--- config.mk ---
export PLATFORM = sky130hd
export DESIGN_NAME = imm_gen_pipe
export DESIGN_NICKNAME = d
export VERILOG_FILES = /design/src/rtl/imm_gen_pkg.sv /design/src/rtl/imm_decode.sv /design/src/rtl/imm_gen_pipe.sv
export SDC_FILE = /design/constraint.sdc
export NUM_CORES = 1
export LEC_CHECK = 0
export BUFFER_PORTS_ARGS = -buffer_cell sky130_fd_sc_hd__buf_4
export CAP_MARGIN = 20
export CELL_PAD_IN_SITES_DETAIL_PLACEMENT = 0
export CELL_PAD_IN_SITES_GLOBAL_PLACEMENT = 1
export CORE_MARGIN = 2
export CORE_UTILIZATION = 35
export CTS_BUF_LIST = sky130_fd_sc_hd__clkbuf_16
export CTS_CLUSTER_DIAMETER = 40
export CTS_CLUSTER_SIZE = 20
export DETAILED_ROUTE_END_ITERATION = 10
export HOLD_SLACK_MARGIN = 0.03
export PLACE_DENSITY = 0.7
export SLEW_MARGIN = 0
export SYNTH_ARGS = -nofsm -noshare
export SYNTH_HDL_FRONTEND = slang
export SYNTH_SLANG_ARGS = --single-unit
export TNS_END_PERCENT = 30
--- constraint.sdc ---
create_clock -name clk -period 2.7 [get_ports clk]
set_input_delay 0.27 -clock clk [delete_from_list [all_inputs] [get_ports clk]]
set_output_delay 0.27 -clock clk [all_outputs]
set_load 0.005 [all_outputs]
--- src/rtl/imm_gen_pkg.sv ---
// Shared types and opcode constants for the pipelined RISC-V immediate generator.
// The format code travels with every decoded instruction through the skid and output registers.
package imm_gen_pkg;

  typedef enum logic [2:0] {
    FMT_R    = 3'd0,
    FMT_I    = 3'd1,
    FMT_S    = 3'd2,
    FMT_B    = 3'd3,
    FMT_U    = 3'd4,
    FMT_J    = 3'd5,
    FMT_NONE = 3'd7
  } fmt_e;

  localparam logic [6:0] OPC_LOAD      = 7'b0000011;
  localparam logic [6:0] OPC_OP_IMM    = 7'b0010011;
  localparam logic [6:0] OPC_JALR      = 7'b1100111;
  localparam logic [6:0] OPC_OP_IMM_32 = 7'b0011011;
  localparam logic [6:0] OPC_STORE     = 7'b0100011;
  localparam logic [6:0] OPC_BRANCH    = 7'b1100011;
  localparam logic [6:0] OPC_LUI       = 7'b0110111;
  localparam logic [6:0] OPC_AUIPC     = 7'b0010111;
  localparam logic [6:0] OPC_JAL       = 7'b1101111;
  localparam logic [6:0] OPC_OP        = 7'b0110011;
  localparam logic [6:0] OPC_OP_32     = 7'b0111011;

  localparam logic [2:0] F3_SLL = 3'b001;
  localparam logic [2:0] F3_SRX = 3'b101;

  function automatic logic is_shift(input logic [2:0] funct3);
    return (funct3 == F3_SLL) || (funct3 == F3_SRX);
  endfunction

endpackage

--- src/rtl/imm_decode.sv ---
// Combinational RISC-V immediate decoder: instruction word -> sign-extended immediate, format, unknown flag.
// Sits ahead of the skid buffer so both buffer entries already hold decoded data.
module imm_decode
  import imm_gen_pkg::*;
#(
  parameter int XLEN = 32
) (
  input  logic [31:0]     i_instr,
  output logic [XLEN-1:0] o_imm,
  output fmt_e            o_fmt,
  output logic            o_unknown
);

  localparam bit X64 = (XLEN == 64);

  logic [6:0]        w_opcode;
  logic [2:0]        w_funct3;
  logic signed [31:0] w_imm32;
  logic [31:0]       w_imm_i;
  logic [31:0]       w_shamt;

  assign w_opcode = i_instr[6:0];
  assign w_funct3 = i_instr[14:12];
  assign w_imm_i  = {{20{i_instr[31]}}, i_instr[31:20]};
  // RV64 OP-IMM shifts carry a 6-bit shamt; OP-IMM-32 and RV32 shifts only 5 bits.
  assign w_shamt  = (X64 && (w_opcode == OPC_OP_IMM)) ? {26'd0, i_instr[25:20]}
                                                      : {27'd0, i_instr[24:20]};

  // Format selection and 32-bit immediate assembly
  always_comb begin
    w_imm32   = 32'sd0;
    o_fmt     = FMT_NONE;
    o_unknown = 1'b1;
    case (w_opcode)
      OPC_LOAD, OPC_JALR: begin
        w_imm32   = w_imm_i;
        o_fmt     = FMT_I;
        o_unknown = 1'b0;
      end
      OPC_OP_IMM: begin
        o_fmt     = FMT_I;
        o_unknown = 1'b0;
        if (is_shift(w_funct3)) begin
          w_imm32 = w_shamt;
        end else begin
          w_imm32 = w_imm_i;
        end
      end
      OPC_OP_IMM_32: begin
        if (X64) begin
          o_fmt     = FMT_I;
          o_unknown = 1'b0;
          if (is_shift(w_funct3)) begin
            w_imm32 = w_shamt;
          end else begin
            w_imm32 = w_imm_i;
          end
        end else begin
          w_imm32   = 32'sd0;
          o_fmt     = FMT_NONE;
          o_unknown = 1'b1;
        end
      end
      OPC_STORE: begin
        w_imm32   = {{20{i_instr[31]}}, i_instr[31:25], i_instr[11:7]};
        o_fmt     = FMT_S;
        o_unknown = 1'b0;
      end
      OPC_BRANCH: begin
        w_imm32   = {{19{i_instr[31]}}, i_instr[31], i_instr[7], i_instr[30:25], i_instr[11:8], 1'b0};
        o_fmt     = FMT_B;
        o_unknown = 1'b0;
      end
      OPC_LUI, OPC_AUIPC: begin
        w_imm32   = {i_instr[31:12], 12'd0};
        o_fmt     = FMT_U;
        o_unknown = 1'b0;
      end
      OPC_JAL: begin
        w_imm32   = {{11{i_instr[31]}}, i_instr[31], i_instr[19:12], i_instr[20], i_instr[30:21], 1'b0};
        o_fmt     = FMT_J;
        o_unknown = 1'b0;
      end
      OPC_OP: begin
        o_fmt     = FMT_R;
        o_unknown = 1'b0;
      end
      OPC_OP_32: begin
        if (X64) begin
          o_fmt     = FMT_R;
          o_unknown = 1'b0;
        end else begin
          o_fmt     = FMT_NONE;
          o_unknown = 1'b1;
        end
      end
      default: begin
        w_imm32   = 32'sd0;
        o_fmt     = FMT_NONE;
        o_unknown = 1'b1;
      end
    endcase
  end

  assign o_imm = XLEN'(w_imm32);

endmodule

--- src/rtl/imm_gen_pipe.sv ---
// Registered, handshaked immediate generator with a 2-entry (output + skid) buffer.
// Also keeps a saturating count of accepted unknown opcodes for debug.
module imm_gen_pipe
  import imm_gen_pkg::*;
#(
  parameter int XLEN  = 32,
  parameter int TAG_W = 32,
  parameter int CNT_W = 16
) (
  input  logic             clk,
  input  logic             rst_n,
  input  logic             in_valid,
  output logic             in_ready,
  input  logic [31:0]      in_instr,
  input  logic [TAG_W-1:0] in_tag,
  output logic             out_valid,
  input  logic             out_ready,
  output logic [XLEN-1:0]  out_imm,
  output logic [2:0]       out_fmt,
  output logic             out_unknown,
  output logic [TAG_W-1:0] out_tag,
  input  logic             clr_count,
  output logic [CNT_W-1:0] unk_count
);

  logic [XLEN-1:0]  w_dec_imm;
  fmt_e             w_dec_fmt;
  logic             w_dec_unknown;
  logic             w_accept;
  logic             w_out_load;

  logic             r_out_valid;
  logic [XLEN-1:0]  r_out_imm;
  fmt_e             r_out_fmt;
  logic             r_out_unknown;
  logic [TAG_W-1:0] r_out_tag;

  logic             r_skid_valid;
  logic [XLEN-1:0]  r_skid_imm;
  fmt_e             r_skid_fmt;
  logic             r_skid_unknown;
  logic [TAG_W-1:0] r_skid_tag;

  logic [CNT_W-1:0] r_unk_count;

  imm_decode #(.XLEN(XLEN)) u_decode (
    .i_instr   (in_instr),
    .o_imm     (w_dec_imm),
    .o_fmt     (w_dec_fmt),
    .o_unknown (w_dec_unknown)
  );

  assign w_accept   = in_valid & ~r_skid_valid;
  assign w_out_load = ~r_out_valid | out_ready;

  // Output register: skid has priority so order is preserved
  always_ff @(posedge clk or negedge rst_n) begin
    if (!rst_n) begin
      r_out_valid   <= 1'b0;
      r_out_imm     <= {XLEN{1'b0}};
      r_out_fmt     <= FMT_NONE;
      r_out_unknown <= 1'b0;
      r_out_tag     <= {TAG_W{1'b0}};
    end else if (w_out_load) begin
      if (r_skid_valid) begin
        r_out_valid   <= 1'b1;
        r_out_imm     <= r_skid_imm;
        r_out_fmt     <= r_skid_fmt;
        r_out_unknown <= r_skid_unknown;
        r_out_tag     <= r_skid_tag;
      end else if (w_accept) begin
        r_out_valid   <= 1'b1;
        r_out_imm     <= w_dec_imm;
        r_out_fmt     <= w_dec_fmt;
        r_out_unknown <= w_dec_unknown;
        r_out_tag     <= in_tag;
      end else begin
        r_out_valid   <= 1'b0;
      end
    end
  end

  // Skid entry: captures an accepted instruction while the output is stalled
  always_ff @(posedge clk or negedge rst_n) begin
    if (!rst_n) begin
      r_skid_valid   <= 1'b0;
      r_skid_imm     <= {XLEN{1'b0}};
      r_skid_fmt     <= FMT_NONE;
      r_skid_unknown <= 1'b0;
      r_skid_tag     <= {TAG_W{1'b0}};
    end else if (r_skid_valid) begin
      if (w_out_load) begin
        r_skid_valid <= 1'b0;
      end
    end else if (w_accept && !w_out_load) begin
      r_skid_valid   <= 1'b1;
      r_skid_imm     <= w_dec_imm;
      r_skid_fmt     <= w_dec_fmt;
      r_skid_unknown <= w_dec_unknown;
      r_skid_tag     <= in_tag;
    end
  end

  // Unknown-opcode counter; a clear beats a same-cycle increment
  always_ff @(posedge clk or negedge rst_n) begin
    if (!rst_n) begin
      r_unk_count <= {CNT_W{1'b0}};
    end else if (clr_count) begin
      r_unk_count <= {CNT_W{1'b0}};
    end else if (w_accept && w_dec_unknown && (r_unk_count != {CNT_W{1'b1}})) begin
      r_unk_count <= r_unk_count + CNT_W'(1'b1);
    end
  end

  assign in_ready    = ~r_skid_valid;
  assign out_valid   = r_out_valid;
  assign out_imm     = r_out_imm;
  assign out_fmt     = r_out_fmt;
  assign out_unknown = r_out_unknown;
  assign out_tag     = r_out_tag;
  assign unk_count   = r_unk_count;

endmodule

==> reports/metrics.yaml, run 1 <==
antenna_found_initial: 0
syn_to_final_growth_pct: 29.9
crit_family: "simple AND/OR/NAND/NOR gates"
combPwrFrac: 0.181
ys_seq_area_frac: 0.549
worst-path-buf-inv: 1
insertion_delay_ps: 420
cts_tree: "yes"
cp-end-kind: "flop"
slew_headroom: 0.497
fillers: 1996
hold_path_startpoint: "in_tag[25]"
skew_ps: 7.92
hold_path_depth: 3
vdd_drop_max_mv: 0.443
final_area_mm2: 0.00913
yosys_warnings: 0
start_util: 0.359
required_ps: 3000
maxCapViolations: 0
die_h_um: 146
clockRootBuffer: "clkbuf_16"
grt_max_degree: 74
wl_per_cell_um: 15.8
finalMaxSlewViolations: 0
dr.pass1.iters: 4
dr_total_vias: 5727
hp-class: "in -> reg"
hold_viol: 0
synth_seq_cells: 154
synthArstFlopShare: 1.00
regToRegEndpoint: "unk_count[9]"
grt_pass1_vias: 5744
cts_max_level: 4
ys_types: 55
crit_type: "reg -> reg"
arrival_ps: 2340
multi_input_comb_area_mm2: 0.00295
cpMaxStageDelayCell: "dfrtp_1"
r2r_slack_ps: 660
drtAntennaViolNets: 0
coreArea_mm2: 0.0196
timing.rr.start: "unk_count[0]"
synth_area_mm2: 0.00703
syn_inst: 739
synth_edf_count: 0
pwr_density_cell_mw_per_mm2: 678
port_buffers: 154
grt_pass1_wl_mm: 30.7
p_leak_nw: 4.18
avgSynthCellArea_um2: 9.51
tightest_slew_ps: 754
p_clk_frac: 0.355
crit_chain: "ha_1 > nand3_1 > o41ai_1 > or3_1 > buf_4 > nor4_1 > mux2_2"
numCtsBuffers: 17
min_period_over_period: 0.755
postCtsSetupBuffers: 0
p_sw_mw: 1.77
via_per_inst: 4.91
drive_above_1_share: 0.269
ys.flop_type: "dfrtp_1"
placed_cell_area_mm2: 0.00851
numClockSinks: 154
fin_nets: 958
fin_setup_tns_ps: 0
rsz0062_at_grt: "no"
drt_iter0_drc: 240
status: "finished clean"
power_mw: 6.20
cpPeakStageDelay_ps: 430
cts_buffer_depth: 2
worstHoldEndpoint: "r_skid_tag[25]"
setup_viol: 0
period_minus_slack_ps: 2040
synth_fp_nets: 809
route.detailed.drc: 0
seqPwrFrac: 0.464
track_usage: 0.179
rr_worst_depth: 7
die_w_um: 146
internal_power_mw: 4.42
antennaDiodeCount: 0
grt_overflow: 0
dp.final_hpwl_mm: 12.5
seq_area_mm2: 0.00386
gp_congestion: 0.731
swShare: 0.286
die-area_mm2: 0.0212
placement_rows: 51
ioPinCount: 155
clk_pin_slew_worst_paths_ps: 60
drt-total-wl_mm: 18.4
max_freq_mhz: 490
crit_path_start_kind: "flop"
cp_max_fo: 25
Yosys cell counts, types with 2 or more instances:
master,number,area (um2)
nor2_1,49,184
nor3_1,25,125
and2_1,3,18.8
a211oi_2,10,125
buf_4,2,15.0
clkbuf_1,32,120
nand4_1,3,18.8
or4_1,6,45.0
buf_1,6,22.5
dfrtp_1,148,3700
nand2_1,193,724
nor4_1,3,18.8
or3_1,13,81.3
nand2b_1,3,18.8
buf_2,8,40.0
a22oi_1,4,30.0
a22o_1,6,52.6
mux2_2,4,45.0
nand3_1,11,55.1
a211oi_1,16,120
o21ai_0,65,325
o31ai_1,5,37.5
a31oi_1,12,75.1
mux2i_1,39,390
buf_6,2,22.5
a21oi_1,25,125
or2_2,2,12.5
nor2b_1,5,31.3
o211ai_1,5,37.5
dfstp_2,6,158
inv_1,4,15.0
state kept, by name, summed over array words and instances, names as in the netlist, 3 cells and up:
name        cells
out_imm        32
out_tag        32
r_skid_imm     32
r_skid_tag     32
unk_count      16
out_fmt         3
r_skid_fmt      3
cell families (layout without fill, tap and decap cells):
family | Yosys count | after routing | share of synthesized area
xor+xnor | 1 | 1 | 0.00125
simple gates | 328 | 328 | 0.208
compound gates | 158 | 158 | 0.144
buf+inv | 54 | 216 | 0.0335
mux | 43 | 43 | 0.0619
fa+ha+maj | 1 | 1 | 0.00178
flops | 154 | 154 | 0.549
metal layers:
layer / global-route usage / wire [um] / up-vias
met1: 0.250 / 8900 / 2703
met2: 0.282 / 8290 / 151
met3: 0.0376 / 985 / 19
met5: 0 / 0 / -
li1: - / - / 2854
met4: 0.0549 / 244 / 0
cells in the final DEF, fill, tap and decap left out, types with 2 or more instances in the layout:
master         netlist  layout
clkbuf_16            0      17
clkinv_2             0       2
nand2b_1             3       3
inv_6                0       5
nor2b_1              5       5
nand2_1            193     192
o21ai_0             65      65
dlygate4sd3_1        0       6
a211oi_2            10      10
inv_1                4       4
a31oi_1             12      12
or4_1                6       6
clkinvlp_4           0       6
nor3_1              25      25
dfstp_2              6       6
o211ai_1             5       5
o31ai_1              5       5
nor2_1              49      48
mux2_2               4       4
mux2i_1             39      39
a21oi_1             25      25
buf_12               0       5
dfrtp_1            148     147
and2_1               3       3
a22oi_1              4       4
a211oi_1            16      16
nand4_1              3       3
nor4_1               3       3
a22o_1               6       6
and2_2               1       2
or3_1               13      13
nand3_1             11      11
buf_4                2     168
or2_2                2       2
power groups by stage:
| stage | sequential, mW | clock [mW] | combinational [mW] |
|---|---|---|---|
| 2_1_floorplan | 2.88 | 0 | 0.530 |
| 3_3_place_gp | 2.91 | 0 | 1.11 |
| 3_5_place_dp | 2.92 | 0 | 1.13 |
| 4_1_cts | 2.88 | 2.27 | 1.14 |
| 5_1_grt | 2.92 | 2.36 | 1.27 |
| 6_report | 2.88 | 2.20 | 1.12 |
area by class of cell:
type | count | area share
clock inverter | 15 | 0.0125
tap | 265 | 0.0363
inverter | 4 | 0.00164
multi-input combinational | 531 | 0.323
sequential | 154 | 0.423
clock buffer | 17 | 0.0466
timing repair buffer | 180 | 0.157
how the worst max path moves through the flow:
stage	start	end	slack [ps]	depth (start not counted)
3_3_place_gp	r_skid_valid	out_tag[28]	650	3
6_report	unk_count[0]	unk_count[9]	660	7
2_1_floorplan	unk_count[0]	unk_count[13]	730	9
5_1_grt	unk_count[0]	unk_count[7]	560	7
4_1_cts	r_skid_valid	out_tag[27]	600	3
3_5_place_dp	r_skid_valid	out_tag[24]	610	3
worst min-delay path: cells and delay by family:
kind          cells  cell delay [ps]
simple gates      2               90
buf+inv           1               80
what timing repair did:
action                    4_1_cts  5_1_grt
hold endpoints to repair       61        0
gates resized for setup         0        0
hold buffers                    6        0
metrics by stage:
step / cells / hold WS [ps] / utilization / setup WS [ps]
after global routing: 1166 / 46.8 / 0.466 / 560
final: 1166 / 52.0 / 0.466 / 660
after floorplan: 739 / -25.6 / - / 732
after global placement: 1127 / 328 / 0.435 / 650
after detailed placement: 1127 / 319 / 0.435 / 605
after CTS: 1165 / 30.9 / 0.465 / 597
Note: power is estimated with default switching activity, not from simulation.
==> run 2, diff against run 1 <==
--- a/config.mk
+++ b/config.mk
@@ -5,6 +5,7 @@
 export SDC_FILE = /design/constraint.sdc
 export NUM_CORES = 1
 export LEC_CHECK = 0
+export ABC_AREA = 1
 export BUFFER_PORTS_ARGS = -buffer_cell sky130_fd_sc_hd__buf_4
 export CAP_MARGIN = 20
 export CELL_PAD_IN_SITES_DETAIL_PLACEMENT = 0
@@ -16,7 +17,7 @@
 export CTS_CLUSTER_SIZE = 20
 export DETAILED_ROUTE_END_ITERATION = 10
 export HOLD_SLACK_MARGIN = 0.03
-export PLACE_DENSITY = 0.7
+export PLACE_DENSITY = 0.72
 export SLEW_MARGIN = 0
 export SYNTH_ARGS = -nofsm -noshare
 export SYNTH_HDL_FRONTEND = slang
==> constraint.sdc (replaced) <==
create_clock -name clk -period 2.1 [get_ports clk]
set_input_delay 0.21 -clock clk [delete_from_list [all_inputs] [get_ports clk]]
set_output_delay 0.21 -clock clk [all_outputs]
set_load 0.005 [all_outputs]
==> run 2 against run 1 <==
Cell count up 28%; register-to-register slack worse by 280 ps; setup slack got worse by 470 ps; via count grew 24%; power grew 37%; combinational power grew 47%; critical path depth fell by 3.
==> reports/metrics.yaml, run 2 <==
final_core_util: 0.466
clockRootBuffer: "clkbuf_16"
rsz0062_at_grt: "no"
tightest_slew_ps: 973
gp_congestion: 0.850
drive_above_1_share: 0.196
synthArstFlopShare: 1.00
fin_setup_tns_ps: 0
finalMaxSlewViolations: 0
die-area_mm2: 0.0231
cp_max_fo: 74
final_area_mm2: 0.0101
grt_pass1_vias: 6674
final_cell_mix: "351 x nand2_1, 221 x nor2_1, 164 x buf_4"
required_ps: 1890
grt_pass1_wl_mm: 36.1
setup_viol: 0
dr.pass1.iters: 4
power_mw: 8.48
cts_buffer_depth: 2
fillers: 2222
synth_edf_count: 0
die_h_um: 152
final_common_cell: "nand2_1"
coreArea_mm2: 0.0216
placement_rows: 54
syn_inst: 1027
crit_path_start_kind: "flop"
synth_area_mm2: 0.00765
pwr_density_cell_mw_per_mm2: 841
dp.final_hpwl_mm: 14.3
insertion_delay_ps: 420
vdd_drop_max_mv: 0.538
layoutNonFillerInstCount: 1491
avgSynthCellArea_um2: 7.45
synthTopCellsByArea: "dfrtp_1 48%, nand2_1 17%, nor2_1 11%"
pre_cts_ws_ps: 124
wl_per_cell_um: 14.7
hold_viol: 0
ioPinCount: 155
min_period_over_period: 0.910
maxCapViolations: 0
synth_fp_nets: 1097
antenna_found_initial: 0
hp-class: "in -> reg"
status: "finished clean"
placed_cell_area_mm2: 0.00917
skew_ps: 8.32
drtAntennaViolNets: 0
fin_nets: 1268
numCtsBuffers: 17
track_usage: 0.193
cts_max_level: 4
yosys_warnings: 0
synth_top_cell_area_share: 0.484
ys.flop_type: "dfrtp_1"
dp.cells: 1426
synth_seq_cells: 154
drt_iter0_drc: 339
via_per_inst: 4.75
dr_total_vias: 7086
route.detailed.drc: 0
seq_area_mm2: 0.00386
p_leak_nw: 5.20
yosysTopAreaCell: "dfrtp_1"
cts_tree: "yes"
ys_types: 30
start_util: 0.354
ys_top_cells_by_count: "351 x nand2_1, 221 x nor2_1, 148 x dfrtp_1"
layout_setup_ws_ps: 188
clk_pin_slew_worst_paths_ps: 70
crit_type: "reg -> out"
drt-total-wl_mm: 21.9
port_buffers: 154
period_minus_slack_ps: 1910
syn_to_final_growth_pct: 31.8
multi_input_comb_area_mm2: 0.00338
numClockSinks: 154
max_freq_mhz: 523
grt_max_degree: 75
slew_headroom: 0.351
cp-end-kind: "output port"
postCtsSetupBuffers: 0
arrival_ps: 1700
yosysMostFrequentCell: "nand2_1"
grt_overflow: 0
antennaDiodeCount: 0
timing.hold.ws_ps: 62.1
die_w_um: 152
ys_seq_area_frac: 0.505
==> run 2: what timing repair did <==
item                                    CTS  global route
gates resized for setup                   0             1
hold endpoints to repair                 72             0
endpoints found under the setup margin    0             1
hold buffers                             33             0
==> run 2: final timing paths <==
path,start,to,slack (ps),depth (start not counted)
setup reg to reg,unk_count[0],unk_count[7],380,8
max in group asynchronous,rst_n,out_tag[0],1150,3
hold / removal,in_valid,out_valid,60,3
min in group asynchronous,rst_n,unk_count[1],290,2
setup / recovery,r_skid_valid,in_ready,190,4
hold reg to reg,out_imm[4],out_imm[4],480,2
==> run 2: worst max-delay path, cell delays in order, from the launching register on <==
cell and delay (ps):
dfrtp_1 400, buf_6 220, inv_2 120, buf_12 290, buf_4 180
==> run 2: layer usage <==
metal / up-vias / wire length (um) / share of wire / global-route usage
met1: 3305 / 10100 / 0.46 / 0.267
met3: 25 / 959 / 0.044 / 0.0348
li1: 3606 / - / - / -
met4: 0 / 337 / 0.015 / 0.0663
met5: - / 0 / 0 / 0
met2: 150 / 10500 / 0.48 / 0.307
==> run 2: cells by family after synthesis <==
logic type | share of synthesized area
AND/OR/NAND/NOR | 0.345
flip-flops | 0.505
AO/OA/AOI/OAI | 0.0826
buffers and inverters | 0.0545
XOR/XNOR | 0.0114
adder cells (fa/ha/maj) | 0.00164
==> run 2: power breakdown <==
part           switching (mW)  internal, mW
Clock                    1.38          1.68
Sequential              0.297          3.48
Combinational           0.845         0.801
Total                    2.52          5.96
==> run 2: layout make-up <==
cell class | instances | area share
Multi-Input combinational cell | 773 | 0.335
Inverter | 45 | 0.0168
Sequential cell | 154 | 0.383
Clock buffer | 17 | 0.0422
Clock inverter | 15 | 0.0153
Timing Repair Buffer | 207 | 0.173
Tap cell | 280 | 0.0347
==> run 3, diff against run 2 <==
--- a/config.mk
+++ b/config.mk
@@ -11,13 +11,13 @@
 export CELL_PAD_IN_SITES_DETAIL_PLACEMENT = 0
 export CELL_PAD_IN_SITES_GLOBAL_PLACEMENT = 1
 export CORE_MARGIN = 2
-export CORE_UTILIZATION = 35
+export CORE_UTILIZATION = 40
 export CTS_BUF_LIST = sky130_fd_sc_hd__clkbuf_16
 export CTS_CLUSTER_DIAMETER = 40
 export CTS_CLUSTER_SIZE = 20
 export DETAILED_ROUTE_END_ITERATION = 10
 export HOLD_SLACK_MARGIN = 0.03
-export PLACE_DENSITY = 0.72
+export PLACE_DENSITY = 0.8
 export SLEW_MARGIN = 0
 export SYNTH_ARGS = -nofsm -noshare
 export SYNTH_HDL_FRONTEND = slang
==> run 3 against run 2 <==
Die area down 12%; clock-buffer cell count unchanged; fmax grew 1.6%; combinational power about the same; critical endpoint is now unk_count[15].
==> reports/metrics.yaml, run 3 (same netlist as run 2, synthesis figures left out) <==
status: "finished clean"
antenna_found_initial: 0
min_period_over_period: 0.896
cts_max_level: 4
seqPwrFrac: 0.436
arrival_ps: 2190
period_minus_slack_ps: 1880
rsz0062_at_grt: "no"
drt_iter0_drc: 472
drive_above_1_share: 0.193
layout_setup_ws_ps: 219
busiest_layer: "met2"
required_ps: 2410
hold_viol: 0
grtUsageMet3: 0.0367
fin_setup_tns_ps: 0
use_met1: 0.297
dp.cells: 1376
timing.hold.ws_ps: 65.0
ioPinCount: 155
cpMaxStageDelayCell: "dfrtp_1"
tightest_slew_ps: 852
groute.layer.met2.usage: 0.353
crit_type: "reg -> reg"
dp.final_hpwl_mm: 14.1
finalMaxSlewViolations: 0
gp_congestion: 0.887
cp-end-kind: "flop"
cts_buffer_depth: 2
placement_rows: 50
grt_pass1_vias: 6848
wl_per_cell_um: 14.7
grt_max_degree: 70
dr.pass1.iters: 5
crit_top_cell: "nand2_1"
numClockSinks: 154
setup_viol: 0
port_buffers: 154
die-area_mm2: 0.0203
coreArea_mm2: 0.0188
pwr_density_cell_mw_per_mm2: 860
via_per_inst: 4.91
combPwrFrac: 0.191
crit_path_start_kind: "flop"
cts_tree: "yes"
worst-path-buf-inv: 0
numCtsBuffers: 17
swShare: 0.284
fin_nets: 1264
clk_pin_slew_worst_paths_ps: 70
vdd_drop_max_mv: 0.583
internal_power_mw: 6.17
cpPeakStageDelay_ps: 460
die_h_um: 142
maxCapViolations: 0
layoutNonFillerInstCount: 1441
skew_ps: 9.01
die_w_um: 142
slew_headroom: 0.432
route.detailed.drc: 0
hp-class: "in -> reg"
insertion_delay_ps: 420
post_cts_resized: 0
p_sw_mw: 2.45
crit_family: "simple AND/OR/NAND/NOR gates"
final_cell_mix: "351 x nand2_1, 221 x nor2_1, 161 x buf_4"
power_mw: 8.63
dr_total_vias: 7077
grt_pass1_wl_mm: 34.9
grt_overflow: 0
cp_max_fo: 17
antennaDiodeCount: 0
track_usage: 0.217
clockRootBuffer: "clkbuf_16"
p_leak_nw: 5.19
final_common_cell: "nand2_1"
crit_chain: "ha_1 > nand2_1 > nor2_1 > nand4_1 > nand3_4 > nand2_4 > nand2_1 > nand2_1"
start_util: 0.408
drtAntennaViolNets: 0
max_freq_mhz: 532
drt-total-wl_mm: 21.2
syn_to_final_growth_pct: 31.0
pre_cts_ws_ps: 195
p_clk_frac: 0.373
[run 3: per-layer routing]
| metal | wire length (um) | share of wire | vias up |
|---|---|---|---|
| met4 | 321 | 0.015 | 0 |
| met2 | 10200 | 0.48 | 143 |
| li1 | - | - | 3600 |
| met3 | 779 | 0.037 | 23 |
| met5 | 0 | 0 | - |
| met1 | 9830 | 0.46 | 3311 |
[run 3: worst reg2reg max path, stage by stage (launching register included)]
cell and delay, ps:
dfrtp_1 460, ha_1 200, nand2_1 70, nor2_1 240, nand4_1 200, nand3_4 260
nand2_4 180, nand2_1 110, nand2_1 50
[run 3: through the flow]
step / utilization / area (um2)
finish: 0.534 / 10000
global route: 0.534 / 10000
CTS: 0.534 / 10000
detailed placement: 0.484 / 9080
global placement: 0.484 / 9080
floorplan: - / 7650
[run 3: worst paths after layout]
kind	start	to	slack, ps	cells after the start
max in group asynchronous	rst_n	out_fmt[2]	1130	3
hold / removal	in_valid	out_valid	60	3
setup reg to reg	unk_count[0]	unk_count[15]	220	8
setup / recovery	unk_count[0]	unk_count[15]	220	8
hold reg to reg	r_skid_tag[10]	r_skid_tag[10]	480	2
min in group asynchronous	rst_n	unk_count[1]	280	2
[run 3: timing repair]
| item | 4_1_cts | 5_1_grt |
|---|---|---|
| endpoints found under the hold margin | 69 | 0 |
| hold buffers | 33 | 0 |
| setup buffers | 0 | 0 |
[run 3: power groups by stage]
stage          combinational (mW)  clock (mW)  sequential (mW)
3_3_place_gp                 1.60           0             3.80
3_5_place_dp                 1.62           0             3.82
2_1_floorplan               0.804           0             3.78
6_report                     1.65        3.22             3.76
5_1_grt                      1.86        3.42             3.83
4_1_cts                      1.67        3.29             3.77
[run 3: cell type report]
class	instances	area (um2)
fillers	1857	8740
flip-flops and latches	154	3860
multi-input cells	773	3380
repair buffers	203	1710
clock buffers	17	425
well taps	234	293
clock inverters	15	188
inverters	45	170
